$ cat config.mk
export PLATFORM = sky130hd
export DESIGN_NAME = reg_bus_master
export DESIGN_NICKNAME = d
export VERILOG_FILES = /design/src/rtl/reg_bus_master.sv
export SDC_FILE = /design/constraint.sdc
export NUM_CORES = 1
export LEC_CHECK = 0
export CORE_MARGIN = 10
export CORE_UTILIZATION = 39
export CTS_BUF_LIST = sky130_fd_sc_hd__clkbuf_16
export CTS_CLUSTER_DIAMETER = 150
export CTS_CLUSTER_SIZE = 16
export DETAILED_ROUTE_END_ITERATION = 6
export GPL_ROUTABILITY_DRIVEN = 0
export PLACE_DENSITY = 0.6
export SYNTH_ARGS = -nofsm -noshare
export SYNTH_HDL_FRONTEND = slang
export SYNTH_SLANG_ARGS = --single-unit
$ cat constraint.sdc
create_clock -name clk_i -period 2.6 [get_ports clk_i]
set_clock_uncertainty 0.2 [all_clocks]
set_input_delay 0.39 -clock clk_i [delete_from_list [all_inputs] [get_ports clk_i]]
set_output_delay 0.39 -clock clk_i [all_outputs]
set_load 0.02 [all_outputs]
$ cat src/rtl/reg_bus_master.sv
// reg_bus_master
//   Turns host command frames, received as bytes from a UART/SPI link, into
//   single read or write transactions on the register-file bus. It sends back
//   one ack byte after a write and four data bytes after a read.
//
//   Frame layout: OP, ADDR_H, ADDR_L, then D3 D2 D1 D0 (writes only, MSB
//   first). With CMD_CHECKSUM_EN defined, a trailing CHK byte follows. CHK is
//   the XOR of every earlier byte in the frame.
//
//   Build option: `define CMD_CHECKSUM_EN turns on the trailing checksum byte.
//   Without it, a frame ends at ADDR_L (read) or D0 (write).
//
// Ports
//   clk_i       system clock
//   rst_i       synchronous reset, active-high
//   rx_data_i   command byte in
//   rx_valid_i  rx_data_i is valid
//   rx_ready_o  a byte is taken when rx_valid_i & rx_ready_o
//   tx_data_o   response byte out
//   tx_valid_o  tx_data_o is valid; held stable until tx_ready_i
//   tx_ready_i  downstream accepts the byte
//   wr_en_o     one-cycle register write strobe
//   be_o        write byte enables
//   wr_addr_o   write address
//   wdata_o     write data
//   rd_en_o     one-cycle register read strobe
//   rd_addr_o   read address
//   rdata_i     read data, valid while rd_rdy_i
//   rd_rdy_i    read data valid strobe
module reg_bus_master #(
  parameter int RD_TO   = 16,
  parameter int IDLE_TO = 1000
) (
  input  logic        clk_i,
  input  logic        rst_i,
  input  logic [7:0]  rx_data_i,
  input  logic        rx_valid_i,
  output logic        rx_ready_o,
  output logic [7:0]  tx_data_o,
  output logic        tx_valid_o,
  input  logic        tx_ready_i,
  output logic        wr_en_o,
  output logic [3:0]  be_o,
  output logic [15:0] wr_addr_o,
  output logic [31:0] wdata_o,
  output logic        rd_en_o,
  output logic [15:0] rd_addr_o,
  input  logic [31:0] rdata_i,
  input  logic        rd_rdy_i
);

  localparam int IdleW = $clog2(IDLE_TO + 1);
  localparam int RdW   = $clog2(RD_TO + 1);

  typedef enum logic [3:0] {
    S_IDLE, S_ADDR_H, S_ADDR_L, S_DATA, S_CHK,
    S_ISSUE_WR, S_ISSUE_RD, S_WAIT_RD, S_RESP
  } state_e;

  state_e      state_q, state_d;
  logic        isWrite_q, isWrite_d;
  logic [3:0]  frameBe_q, frameBe_d;
  logic [15:0] frameAddr_q, frameAddr_d;
  logic [31:0] frameData_q, frameData_d;
  logic [1:0]  byteCnt_q, byteCnt_d;
  logic [IdleW-1:0] idleCnt_q, idleCnt_d;
  logic [RdW-1:0]   rdCnt_q, rdCnt_d;
  logic [31:0] resp_q, resp_d;
  logic [1:0]  respLeft_q, respLeft_d;
  logic [3:0]  be_q, be_d;
  logic [15:0] wrAddr_q, wrAddr_d;
  logic [31:0] wdata_q, wdata_d;
  logic [15:0] rdAddr_q, rdAddr_d;
`ifdef CMD_CHECKSUM_EN
  logic [7:0]  chkSum_q, chkSum_d;
`endif

  logic accept;
  logic frameDone;
  logic issueWr;
  logic issueRd;
  logic parsing;

  // Byte intake is open only while a frame is being collected. It is closed
  // during the bus transaction and the response.
  assign parsing    = (state_q == S_IDLE) || (state_q == S_ADDR_H) ||
                      (state_q == S_ADDR_L) || (state_q == S_DATA) ||
                      (state_q == S_CHK);
  assign rx_ready_o = parsing;
  assign accept     = rx_valid_i & rx_ready_o;

  // Strobes decode straight from the issue states, so each strobe lasts
  // exactly one cycle. Response bytes come from the top of a shift register.
  assign wr_en_o    = (state_q == S_ISSUE_WR);
  assign rd_en_o    = (state_q == S_ISSUE_RD);
  assign tx_valid_o = (state_q == S_RESP);
  assign tx_data_o  = tx_valid_o ? resp_q[31:24] : 8'h00;
  assign be_o       = be_q;
  assign wr_addr_o  = wrAddr_q;
  assign wdata_o    = wdata_q;
  assign rd_addr_o  = rdAddr_q;

  // State and datapath registers. Reset aborts any frame or response in
  // progress and clears the bus-facing registers.
  always_ff @(posedge clk_i) begin
    if (rst_i) begin
      state_q     <= S_IDLE;
      isWrite_q   <= 1'b0;
      frameBe_q   <= '0;
      frameAddr_q <= '0;
      frameData_q <= '0;
      byteCnt_q   <= '0;
      idleCnt_q   <= '0;
      rdCnt_q     <= '0;
      resp_q      <= '0;
      respLeft_q  <= '0;
      be_q        <= '0;
      wrAddr_q    <= '0;
      wdata_q     <= '0;
      rdAddr_q    <= '0;
`ifdef CMD_CHECKSUM_EN
      chkSum_q    <= '0;
`endif
    end else begin
      state_q     <= state_d;
      isWrite_q   <= isWrite_d;
      frameBe_q   <= frameBe_d;
      frameAddr_q <= frameAddr_d;
      frameData_q <= frameData_d;
      byteCnt_q   <= byteCnt_d;
      idleCnt_q   <= idleCnt_d;
      rdCnt_q     <= rdCnt_d;
      resp_q      <= resp_d;
      respLeft_q  <= respLeft_d;
      be_q        <= be_d;
      wrAddr_q    <= wrAddr_d;
      wdata_q     <= wdata_d;
      rdAddr_q    <= rdAddr_d;
`ifdef CMD_CHECKSUM_EN
      chkSum_q    <= chkSum_d;
`endif
    end
  end

  // Next-state logic. The frame parser fills the frame registers. Once the
  // last byte is in, the bus-facing registers load in the same cycle, so
  // address, data and enables are already valid when the strobe rises.
  always_comb begin
    state_d     = state_q;
    isWrite_d   = isWrite_q;
    frameBe_d   = frameBe_q;
    frameAddr_d = frameAddr_q;
    frameData_d = frameData_q;
    byteCnt_d   = byteCnt_q;
    idleCnt_d   = '0;
    rdCnt_d     = rdCnt_q;
    resp_d      = resp_q;
    respLeft_d  = respLeft_q;
    be_d        = be_q;
    wrAddr_d    = wrAddr_q;
    wdata_d     = wdata_q;
    rdAddr_d    = rdAddr_q;
    frameDone   = 1'b0;
    issueWr     = 1'b0;
    issueRd     = 1'b0;
`ifdef CMD_CHECKSUM_EN
    chkSum_d    = chkSum_q;
    if (accept) chkSum_d = (state_q == S_IDLE) ? rx_data_i : (chkSum_q ^ rx_data_i);
`endif

    case (state_q)
      S_IDLE: begin
        if (accept) begin
          case (rx_data_i[7:6])
            2'b10: begin
              isWrite_d = 1'b1;
              frameBe_d = rx_data_i[3:0];
              state_d   = S_ADDR_H;
            end
            2'b01: begin
              isWrite_d = 1'b0;
              state_d   = S_ADDR_H;
            end
            default: begin
              resp_d     = {8'hEE, 24'h0};
              respLeft_d = 2'd0;
              state_d    = S_RESP;
            end
          endcase
        end
      end
      S_ADDR_H: begin
        if (accept) begin
          frameAddr_d[15:8] = rx_data_i;
          state_d           = S_ADDR_L;
        end
      end
      S_ADDR_L: begin
        if (accept) begin
          frameAddr_d[7:0] = rx_data_i;
          if (isWrite_q) begin
            byteCnt_d = 2'd0;
            state_d   = S_DATA;
          end else begin
            frameDone = 1'b1;
          end
        end
      end
      S_DATA: begin
        if (accept) begin
          frameData_d = {frameData_q[23:0], rx_data_i};
          byteCnt_d   = byteCnt_q + 2'd1;
          if (byteCnt_q == 2'd3) frameDone = 1'b1;
        end
      end
`ifdef CMD_CHECKSUM_EN
      S_CHK: begin
        if (accept) begin
          if (rx_data_i == chkSum_q) begin
            issueWr = isWrite_q;
            issueRd = !isWrite_q;
          end else begin
            resp_d     = {8'hEE, 24'h0};
            respLeft_d = 2'd0;
            state_d    = S_RESP;
          end
        end
      end
`endif
      S_ISSUE_WR: begin
        resp_d     = {8'hA5, 24'h0};
        respLeft_d = 2'd0;
        state_d    = S_RESP;
      end
      S_ISSUE_RD: begin
        rdCnt_d = '0;
        state_d = S_WAIT_RD;
      end
      S_WAIT_RD: begin
        // Only the first rd_rdy after the strobe counts. Once the wait
        // expires, a late rd_rdy lands in RESP or IDLE and is ignored.
        if (rd_rdy_i) begin
          resp_d     = rdata_i;
          respLeft_d = 2'd3;
          state_d    = S_RESP;
        end else if (rdCnt_q == RdW'(RD_TO - 1)) begin
          resp_d     = 32'hDEADBEEF;
          respLeft_d = 2'd3;
          state_d    = S_RESP;
        end else begin
          rdCnt_d = rdCnt_q + RdW'(1);
        end
      end
      S_RESP: begin
        if (tx_ready_i) begin
          if (respLeft_q == 2'd0) begin
            state_d = S_IDLE;
          end else begin
            resp_d     = {resp_q[23:0], 8'h00};
            respLeft_d = respLeft_q - 2'd1;
          end
        end
      end
      default: state_d = S_IDLE;
    endcase

`ifdef CMD_CHECKSUM_EN
    if (frameDone) state_d = S_CHK;
`else
    if (frameDone) begin
      issueWr = isWrite_q;
      issueRd = !isWrite_q;
    end
`endif

    if (issueWr) begin
      state_d  = S_ISSUE_WR;
      be_d     = frameBe_q;
      wrAddr_d = frameAddr_d;
      wdata_d  = frameData_d;
    end
    if (issueRd) begin
      state_d  = S_ISSUE_RD;
      rdAddr_d = frameAddr_d;
    end

    // Inter-byte timeout. It runs only while a frame is partially collected.
    // A stalled host therefore cannot wedge the parser mid-frame.
    if (parsing && state_q != S_IDLE && !accept) begin
      if (idleCnt_q == IdleW'(IDLE_TO - 1)) begin
        state_d = S_IDLE;
      end else begin
        idleCnt_d = idleCnt_q + IdleW'(1);
      end
    end
  end

endmodule

# Word level (Yosys, flattened, before mapping)
# Cells that the tools add are included.
# totals
register_bits,176
in_bits,45
out_inout_bits,80
elab_cells,115
# op_classes
addsub,4
eq_ne,23
muxes,50
bitwise_logic,2
reduce_logical,22
# ops
operator,count
32-bit 2-to-1 mux,8
32-bit one-hot mux with 4 select lines,1
4-bit 2-to-1 mux,13
8-bit 2-to-1 mux,5
4-bit one-hot mux with 8 select lines,1
2-bit 2-to-1 mux,9
"4-bit by 3-bit == test with 1-bit output, second input constant",4
"2-bit != test, second input constant",8
"10-bit by 1-bit adder with 10-bit output, second input constant",1
"10-bit == test, second input constant",1
5-bit 2-to-1 mux,2
5-bit one-hot mux with 2 select lines,1
3-bit AND reduction,3
"4-bit by 2-bit == test with 1-bit output, second input constant",2
2-bit one-hot mux with 4 select lines,1
4-bit nonzero test,2
1-bit 2-to-1 mux,6
6-bit AND reduction,1
2-bit nonzero test,3
"5-bit by 1-bit adder with 5-bit output, second input constant",1
"5-bit by 4-bit == test with 1-bit output, second input constant",1
"2-bit == test, second input constant",2
"4-bit by 1-bit == test with 1-bit output, second input constant",1
"4-bit == test, second input constant",1
other kinds (17),23

# Logic depth before layout (Yosys ltp)
# Gate-level depths: netlist (run 1).
# depth
word_depth,13
depth_mapped,10
mapped_depth_nobuf,8

# Worst setup path after synthesis (run 1)
# No wires, ideal clock.
# synth_timing
kind,register to output
from,register state_q[0]
to,output tx_data_o[0]
t_arrival_ps,1737
required_ps,2010
path_slack_ps,273
stages_incl_launch_ff,7
n_path_buf,3
cell_sequence,dfxtp_1 > buf_6 > or4b_4 > buf_6 > clkinv_2 > clkbuf_1 > and2_1
# synth_between
elab_chain_len,2
# synth_lines
element,line,rtl
start: declaration,60,"state_e state_q, state_d;"
start signal: assignment,125,state_q <= state_d;
4-bit == test,96,assign tx_valid_o = (state_q == S_RESP);
named net tx_valid_o,40,"output logic tx_valid_o,"
8-bit 2-to-1 mux,97,assign tx_data_o = tx_valid_o ? resp_q[31:24] : 8'h00;
end: declaration,39,"output logic [7:0] tx_data_o,"
# The timed path passes the listed nets, and every way through them passes these cells.

# Worst setup path after layout (run 1)
# layout_timing
from,register state_q[1]
to,output tx_data_o[0]
# layout_between
elab_chain_len,2
# layout_lines
element,line
4-bit == test,96
8-bit 2-to-1 mux,97
# Every way passes these cells.

==> flow_metrics.py, run 1 <==
metrics = {
    "sta": {
        "rsz0062_at_grt": "false",
        "hold_viol_final": 0,
        "drv_slew": 0,
        "min_period_ns": 2.52,
        "worst_pin_slew_ns": 0.627,
        "setup_viol": 0,
        "max_freq_mhz": 397,
        "hold_ws_ns": 0.214,
        "setup_ws_ns": 0.0781,
        "slew_headroom_pct": 58.2,
        "min_period_over_period_pct": 97.0,
    },
    "clock_tree": {
        "clkLatencyLatePin_ns": 0.42,
        "clock_sinks": 176,
        "numCtsBuffers": 17,
        "cts.path.max_buffers": 2,
        "tritoncts": "done",
        "htree_levels": 4,
        "clk_pin_slew_ns": 0.07,
        "cts-root-buf": "clkbuf_16",
    },
    "finish": {
        "diodes": 0,
        "final_nets": 931,
        "fill_cells": 1642,
        "area_growth_pct": 30.8,
        "drive_above_1_share_pct": 11.1,
        "final_area_um2": 9200,
    },
    "grt": {
        "grt_usage_pct": 14.7,
        "grt_pass1_wl_mm": 29.1,
        "antenna_found_initial": 1,
        "overflow": 0,
        "grt_start_max_net_pins": 78,
        "grt_pass1_vias": 5684,
    },
    "die": {
        "fp.dieArea_um2": 23800,
        "fp.coreArea_um2": 17800,
        "die_y_um": 154,
        "dieWidth_um": 154,
        "initial_core_util_pct": 39.4,
        "boundaryPins": 125,
        "num_rows": 49,
    },
    "min_path": {
        "whs_path_depth": 2,
        "hold_class": "in -> reg",
        "min_from": "rst_i",
    },
    "route": {
        "wl_met1_mm": 8.00,
        "dr.first_iter.drc_count": 307,
        "wl_per_cell_um": 15.8,
        "drc": 0,
        "first_pass_iters": 5,
        "wl_met3_um": 765,
        "ant_nets": 0,
        "top_layer": "met5",
        "routed_via_density": 5.01,
        "via_count": 5619,
        "wl_met2_mm": 8.73,
        "routed_wl_mm": 17.8,
    },
    "synth": {
        "synthFlopType": "dfxtp_1",
        "synth_edf_count": 0,
        "netlist.area_leader.share_pct": 50.1,
        "seq_area_frac_synth_pct": 50.1,
        "synth_seq_cells": 176,
        "synthArstFlopShare_pct": 0,
        "synth_nets": 815,
        "synth_commonest_cells": "nor2_1 (187), dfxtp_1 (176), a211oi_1 (66), mux2i_1 (62), a21oi_1 (52)",
        "yosysMostFrequentCell": "nor2_1",
        "syn_area_um2": 7030,
        "ys_top_cells_by_area": "dfxtp_1 (50%), nor2_1 (10%), mux2i_1 (8.8%)",
        "yosysUniqueCellTypes": 44,
        "synth_area_leader_cell": "dfxtp_1",
        "synthCells": 763,
        "avgSynthCellArea_um2": 9.22,
        "yosysWarnings": 0,
    },
    "placement": {
        "place_hpwl_mm": 12.7,
        "io_buffers": 124,
        "pre_cts_slack_ns": -0.229,
        "placed_area_um2": 8620,
    },
    "power_and_ir_drop": {
        "p_total_mw": 6.19,
        "cellLeakagePower_nw": 3.35,
        "p_per_area_nw_per_um2": 673,
        "peakVddDrop_mv": 0.436,
    },
    "worst_setup_path": {
        "cpPeakStageDelay_ns": 0.61,
        "critPathCaptureType": "primary output",
        "crit_required_ns": 2.01,
        "cpMaxStageDelayCell": "or4b_4",
        "cp_data_arrival_time_ns": 1.93,
        "start_kind": "flop",
        "path_cells": "or4b_4 > clkinv_4 > and2_1 > clkdlybuf4s15_1",
        "cp-startpoint": "state_q[1]",
        "worstRegToRegCells": 7,
        "worstPathMaxFanout": 16,
        "criticalPathCategory": "reg -> out",
        "r2r-start": "state_q[1]",
    },
    "flow_run": {
        "maxCapViolCount": 0,
    },
    "run_status": {
        "outcome": "finished, final reports clean",
    },
}
==> cells in the final DEF (no fill, tap or decap), types with 3 or more instances in the layout <==
cell type | synthesis | routed
a211oi_1 | 66 | 66
a211oi_2 | 22 | 21
a21oi_1 | 52 | 52
a22oi_1 | 7 | 7
and2_1 | 10 | 10
buf_12 | 0 | 8
buf_4 | 5 | 24
bufinv_16 | 0 | 3
clkbuf_16 | 0 | 17
clkbuf_2 | 0 | 5
clkdlybuf4s15_1 | 0 | 4
clkdlybuf4s50_1 | 0 | 111
dfxtp_1 | 176 | 176
dlygate4sd2_1 | 0 | 3
ha_1 | 7 | 7
inv_1 | 29 | 30
inv_6 | 0 | 6
mux2i_1 | 62 | 62
nand2_1 | 16 | 16
nand2b_1 | 3 | 3
nand3_1 | 7 | 7
nand3b_1 | 3 | 3
nand4b_1 | 3 | 3
nor2_1 | 187 | 185
nor3_1 | 7 | 7
o21ai_0 | 10 | 10
xnor2_1 | 5 | 5
xor2_1 | 5 | 5
==> worst max-delay path, delay by kind of cell (launching register included) <==
| family | cells | cell delay [ns] |
|---|---|---|
| and+or+nand+nor | 2 | 0.74 |
| DFF | 1 | 0.31 |
| buffers and inverters | 2 | 0.46 |
==> final timing paths <==
kind | end | slack, ns
min | rdCnt_q[0] | 0.21
max | tx_data_o[0] | 0.08
min reg2reg | idleCnt_q[0] | 0.25
max reg2reg | resp_q[7] | 0.29
==> final cells by class <==
type	instances	area [um2]	area share, %
clock inverters	15	178	1.93
inverters	30	118	1.28
multi-input cells	498	3120	33.9
repair buffers	156	1550	16.9
flip-flops and latches	176	3520	38.3
clock buffers	17	425	4.62
well taps	229	287	3.11
==> flip-flops by register name, indices dropped and copies added, names as in the netlist <==
signal	flops
isWrite_q	1
frameData_q	32
state_q	4
wdata_o	32
frameBe_q	4
respLeft_q	2
wr_addr_o	16
rd_addr_o	16
byteCnt_q	2
be_o	4
idleCnt_q	10
rdCnt_q	5
resp_q	32
frameAddr_q	16
==> power by group <==
part	leakage [nW]	internal [mW]	switching [mW]	total [mW]
registers	1.42	2.80	0.0534	2.85
clock network	0.298	1.53	1.09	2.61
logic	1.63	0.324	0.403	0.726
total	3.35	4.65	1.54	6.19
==> repair_timing <==
action | 4_1_cts | 5_1_grt
buffers inserted | 0 | 0
setup endpoints to repair | 12 | 9
gates resized for setup | 17 | 11
hold endpoints to repair | 0 | 0
gates cloned | 0 | 0
hold buffers | 0 | 0
==> through the flow <==
| stage | util (%) | TNS (ns) | std cells |
|---|---|---|---|
| global placement | 48.3 | -3.38 | 1089 |
| detailed placement | 48.3 | -5.58 | 1089 |
| finish | 51.6 | 0 | 1121 |
| CTS | 51.7 | 0 | 1121 |
| global route | 51.6 | 0 | 1121 |
| floorplan | - | 0 | 763 |
==> layer usage <==
layer  vias to the layer above  GRT usage, %
met1                      2645          17.9
met2                        91          24.6
met4                         2          4.63
met5                         -             0
met3                        20          4.30
li1                       2861             -
==> cell families (layout without fill, tap and decap cells) <==
kind of cell	Yosys count	after routing	synth area share, %
AND/OR/NAND/NOR	254	254	15.6
flip-flops	176	176	50.1
AO/OA/AOI/OAI	165	165	17.1
buffers and inverters	89	218	5.87
multiplexers	62	62	8.82
XOR/XNOR	10	10	1.25
adder cells (fa/ha/maj)	7	7	1.25
Power figures use the tool's default switching activity.
==> run 2, diff against run 1 <==
Settings changed: PLACE_DENSITY 0.6 to 0.63.
==> flow_metrics.py, run 2 (synthesis gave the netlist of run 1 again) <==
metrics = {
    "run_status": {
        "outcome": "finished, final reports clean",
    },
    "route": {
        "first_pass_iters": 4,
        "via_count": 5612,
        "dr.first_iter.drc_count": 375,
        "wl_per_cell_um": 15.5,
        "drc": 0,
        "routed_via_density": 4.98,
        "routed_wl_mm": 17.5,
        "ant_nets": 0,
    },
    "die": {
        "dieWidth_um": 154,
        "num_rows": 49,
        "boundaryPins": 125,
        "die_y_um": 154,
        "fp.coreArea_um2": 17800,
        "initial_core_util_pct": 39.4,
        "fp.dieArea_um2": 23800,
    },
    "clock_tree": {
        "clock_sinks": 176,
        "cts_hold_buf": 0,
        "numCtsBuffers": 17,
        "clk_pin_slew_ns": 0.06,
        "htree_levels": 4,
        "post_cts_buffers": 0,
        "cts_resized": 12,
        "tritoncts": "done",
        "cts.path.max_buffers": 2,
        "clkLatencyLatePin_ns": 0.43,
        "cts-root-buf": "clkbuf_16",
    },
    "grt": {
        "met1_usage_pct": 17.9,
        "busiest_layer": "met2",
        "gr-usage-met2_pct": 22.7,
        "grt_pass1_wl_mm": 28.7,
        "overflow": 0,
        "grt_start_max_net_pins": 85,
        "grt_usage_pct": 14.6,
        "use_met3_pct": 6.13,
        "grt_pass1_vias": 5587,
        "antenna_found_initial": 1,
    },
    "finish": {
        "diodes": 0,
        "area_growth_pct": 30.5,
        "drive_above_1_share_pct": 11.6,
        "final_nets": 937,
        "stdcell_count": 1127,
        "final_core_util_pct": 51.4,
        "final_cell_mix": "nor2_1 (186), dfxtp_1 (176), clkdlybuf4s50_1 (111)",
        "final_common_cell": "nor2_1",
    },
    "flow_run": {
        "maxCapViolCount": 0,
    },
    "power_and_ir_drop": {
        "peakVddDrop_mv": 0.492,
        "p_total_mw": 6.02,
        "cellLeakagePower_nw": 3.36,
        "p_per_area_nw_per_um2": 655,
    },
    "sta": {
        "hold_viol_final": 0,
        "drv_slew": 0,
        "setup_viol": 0,
        "max_freq_mhz": 408,
        "worst_pin_slew_ns": 0.654,
        "setup_ws_ns": 0.149,
        "min_period_ns": 2.45,
        "min_period_over_period_pct": 94.3,
        "slew_headroom_pct": 56.4,
        "rsz0062_at_grt": "false",
    },
    "placement": {
        "placed_cells": 1095,
        "io_buffers": 124,
        "place_hpwl_mm": 12.1,
        "pre_cts_slack_ns": -0.159,
    },
    "worst_setup_path": {
        "crit_required_ns": 2.01,
        "worstPathMaxFanout": 17,
        "criticalPathCategory": "reg -> out",
        "start_kind": "flop",
        "critPathCaptureType": "primary output",
        "cp_data_arrival_time_ns": 1.86,
    },
    "min_path": {
        "hold_class": "in -> reg",
    },
}
## run 2: cell count changes in the layout (fill, tap and decap cells not counted), moves of 3 or more
cell | previous run | this run
clkbuf_2 | 5 | 9
inv_1 | 30 | 33
clkinvlp_4 | 1 | 4
inv_6 | 6 | 1
buf_4 | 24 | 30
clkdlybuf4s15_1 | 4 | 0
## run 2: cell type report
cell class / instances / area [um2]
clock buffers: 17 / 425
clock inverters: 15 / 130
fillers: 1706 / 8660
inverters: 30 / 118
multi-input cells: 498 / 3110
flip-flops and latches: 176 / 3520
well taps: 229 / 287
repair buffers: 162 / 1580
## run 2: report_power, final
| part | switching (mW) | internal, mW | leakage, nW | total, mW |
|---|---|---|---|---|
| logic | 0.405 | 0.344 | 1.67 | 0.748 |
| clock network | 1.03 | 1.39 | 0.273 | 2.42 |
| registers | 0.0517 | 2.80 | 1.42 | 2.85 |
## run 2: final timing paths
check	from	end	slack [ns]	cells after the start
worst max register to register	state_q[1]	resp_q[1]	0.20	7
worst min-delay path	rst_i	frameAddr_q[14]	0.24	2
worst max-delay path	state_q[0]	wr_en_o	0.15	5
worst min register to register	idleCnt_q[0]	idleCnt_q[0]	0.25	1
## run 2: metrics by stage
stage | hold WS [ns] | TNS, ns | cell area, um2
6_report | 0.236 | 0 | 9180
5_1_grt | 0.258 | 0 | 9180
4_1_cts | 0.226 | 0 | 9210
3_5_place_dp | 0.242 | -3.43 | 8660
3_3_place_gp | 0.233 | -1.67 | 8660
2_1_floorplan | 0.218 | 0 | 7030
## run 2: metal layers
metal / vias to the layer above / share of wire, %
li1: 2876 / -
met1: 2596 / 46
met2: 119 / 45
met3: 19 / 7.2
met4: 2 / 1.3
met5: - / 0.10
## run 2: critical path: stages, from the launching register on
cell	delay, ns
dfxtp_1	0.35
buf_4	0.21
nand2_1	0.08
or2_2	0.32
nor2_1	0.24
clkbuf_2	0.23
==> run 3, diff against run 2 <==
Settings changed: CTS_CLUSTER_DIAMETER 150 to 80, SETUP_SLACK_MARGIN set to 0.5.
==> flow_metrics.py, run 3 (synthesis gave the netlist of run 1 again) <==
metrics = {
    "worst_setup_path": {
        "start_kind": "flop",
        "path_cells": "or4b_4 > clkinv_8 > and2_2 > buf_4",
        "worstPathMaxFanout": 12,
        "cpMaxStageDelayCell": "or4b_4",
        "cpPeakStageDelay_ns": 0.58,
        "criticalPathCategory": "reg -> out",
        "critPathCaptureType": "primary output",
        "cp_data_arrival_time_ns": 1.69,
        "crit_required_ns": 2.01,
    },
    "route": {
        "via_count": 5698,
        "wl_per_cell_um": 15.8,
        "ant_nets": 0,
        "drc": 0,
        "routed_via_density": 4.97,
        "wl_met1_mm": 8.14,
        "top_layer": "met5",
        "wl_met3_mm": 1.29,
        "first_pass_iters": 5,
        "routed_wl_mm": 18.1,
        "dr.first_iter.drc_count": 295,
        "wl_met2_mm": 8.34,
    },
    "power_and_ir_drop": {
        "p_clk_share_pct": 39.5,
        "peakVddDrop_mv": 0.476,
        "p_per_area_nw_per_um2": 656,
        "power_switching_mw": 1.58,
        "p_total_mw": 6.24,
        "p_int_mw": 4.67,
        "pwr-share-comb_pct": 14.7,
        "power_frac_seq_pct": 45.7,
        "cellLeakagePower_nw": 3.52,
        "p_sw_share_pct": 25.3,
    },
    "grt": {
        "grt_pass1_vias": 5515,
        "grt_start_max_net_pins": 81,
        "antenna_found_initial": 2,
        "grt_pass1_wl_mm": 29.0,
        "grt_usage_pct": 14.8,
        "overflow": 0,
    },
    "sta": {
        "worst_pin_slew_ns": 0.493,
        "setup_viol": 0,
        "min_period_over_period_pct": 87.9,
        "hold_ws_ns": 0.165,
        "slew_headroom_pct": 67.2,
        "max_freq_mhz": 438,
        "min_period_ns": 2.28,
        "hold_viol_final": 0,
        "drv_slew": 0,
        "rsz0062_at_grt": "true",
    },
    "placement": {
        "io_buffers": 124,
        "place_hpwl_mm": 12.1,
    },
    "clock_tree": {
        "clock_sinks": 176,
        "numCtsBuffers": 17,
        "clk_pin_slew_ns": 0.06,
        "htree_levels": 4,
        "tritoncts": "done",
        "cts.path.max_buffers": 2,
        "clkLatencyLatePin_ns": 0.43,
        "cts-root-buf": "clkbuf_16",
    },
    "die": {
        "fp.coreArea_um2": 17800,
        "fp.dieArea_um2": 23800,
        "num_rows": 49,
        "boundaryPins": 125,
        "dieWidth_um": 154,
        "die_y_um": 154,
        "initial_core_util_pct": 39.4,
    },
    "finish": {
        "multi_input_area_um2": 3200,
        "final_nets": 956,
        "diodes": 0,
        "area_growth_pct": 35.4,
        "final_cell_mix": "nor2_1 (179), dfxtp_1 (176), clkdlybuf4s50_1 (109)",
        "final-seq-area_um2": 3520,
        "final_common_cell": "nor2_1",
        "drive_above_1_share_pct": 16.8,
        "fill_cells": 1634,
    },
    "run_status": {
        "outcome": "finished, final reports clean",
    },
    "min_path": {
        "hold_class": "in -> reg",
    },
    "flow_run": {
        "maxCapViolCount": 0,
    },
}
## run 3: changes by cell type in the layout (fill, tap and decap cells not counted), moves of 7 or more
cell / change
and2_2: +8
nor2_1: -7
and2_1: -8
buf_4: +23
clkbuf_2: -9
## run 3: final timing paths
path / start / endpoint / slack (ns) / cells past startpoint
max reg2reg: state_q[2] / resp_q[14] / 0.35 / 9
max: state_q[2] / tx_data_o[0] / 0.32 / 4
min: rst_i / rdCnt_q[1] / 0.16 / 2
min reg2reg: idleCnt_q[0] / idleCnt_q[0] / 0.25 / 1
## run 3: timing repair
item | in CTS | in global routing
cloned | 1 | 3
pin swaps | 1 | 4
endpoints found under the setup margin | 48 | 144
hold buffers | 0 | 0
setup buffers | 7 | 10
resized for setup | 66 | 25
## run 3: final cells by class
class / count / share of cell area, %
Clock buffer: 17 / 4.47
Clock inverter: 15 / 1.52
Sequential cell: 176 / 37.0
Tap cell: 229 / 3.01
Inverter: 30 / 1.31
Multi-Input combinational cell: 498 / 33.6
Timing Repair Buffer: 181 / 19.1
## run 3: metrics by stage
stage	setup slack [ns]	TNS, ns	cell area, um2	util (%)	cells
2_1_floorplan	0.504	0	7060	-	763
3_3_place_gp	-0.0741	-1.31	8640	48.4	1093
3_5_place_dp	-0.110	-2.21	8640	48.4	1093
4_1_cts	0.286	0	9300	52.1	1133
5_1_grt	0.261	0	9520	53.4	1146
6_report	0.315	0	9520	53.4	1146
## run 3: power groups by stage
stage / clock (mW) / combinational [mW] / sequential, mW
floorplan: 0 / 0.504 / 2.91
global route: 2.63 / 0.993 / 2.87
global placement: 0 / 0.742 / 2.91
detailed placement: 0 / 0.754 / 2.91
finish: 2.47 / 0.919 / 2.86
CTS: 2.52 / 0.813 / 2.85
## run 3: per-layer routing
layer  GRT usage [%]  vias up
met4            5.44        4
li1                -     2912
met5               0        -
met3            5.66       26
met2            23.2      114
met1            17.9     2642
## run 3: worst max-delay path, delay by kind of cell (launching register included)
kind / cells / cell delay [ns]
buffers and inverters: 2 / 0.23
DFF: 1 / 0.31
and+or+nand+nor: 2 / 0.72
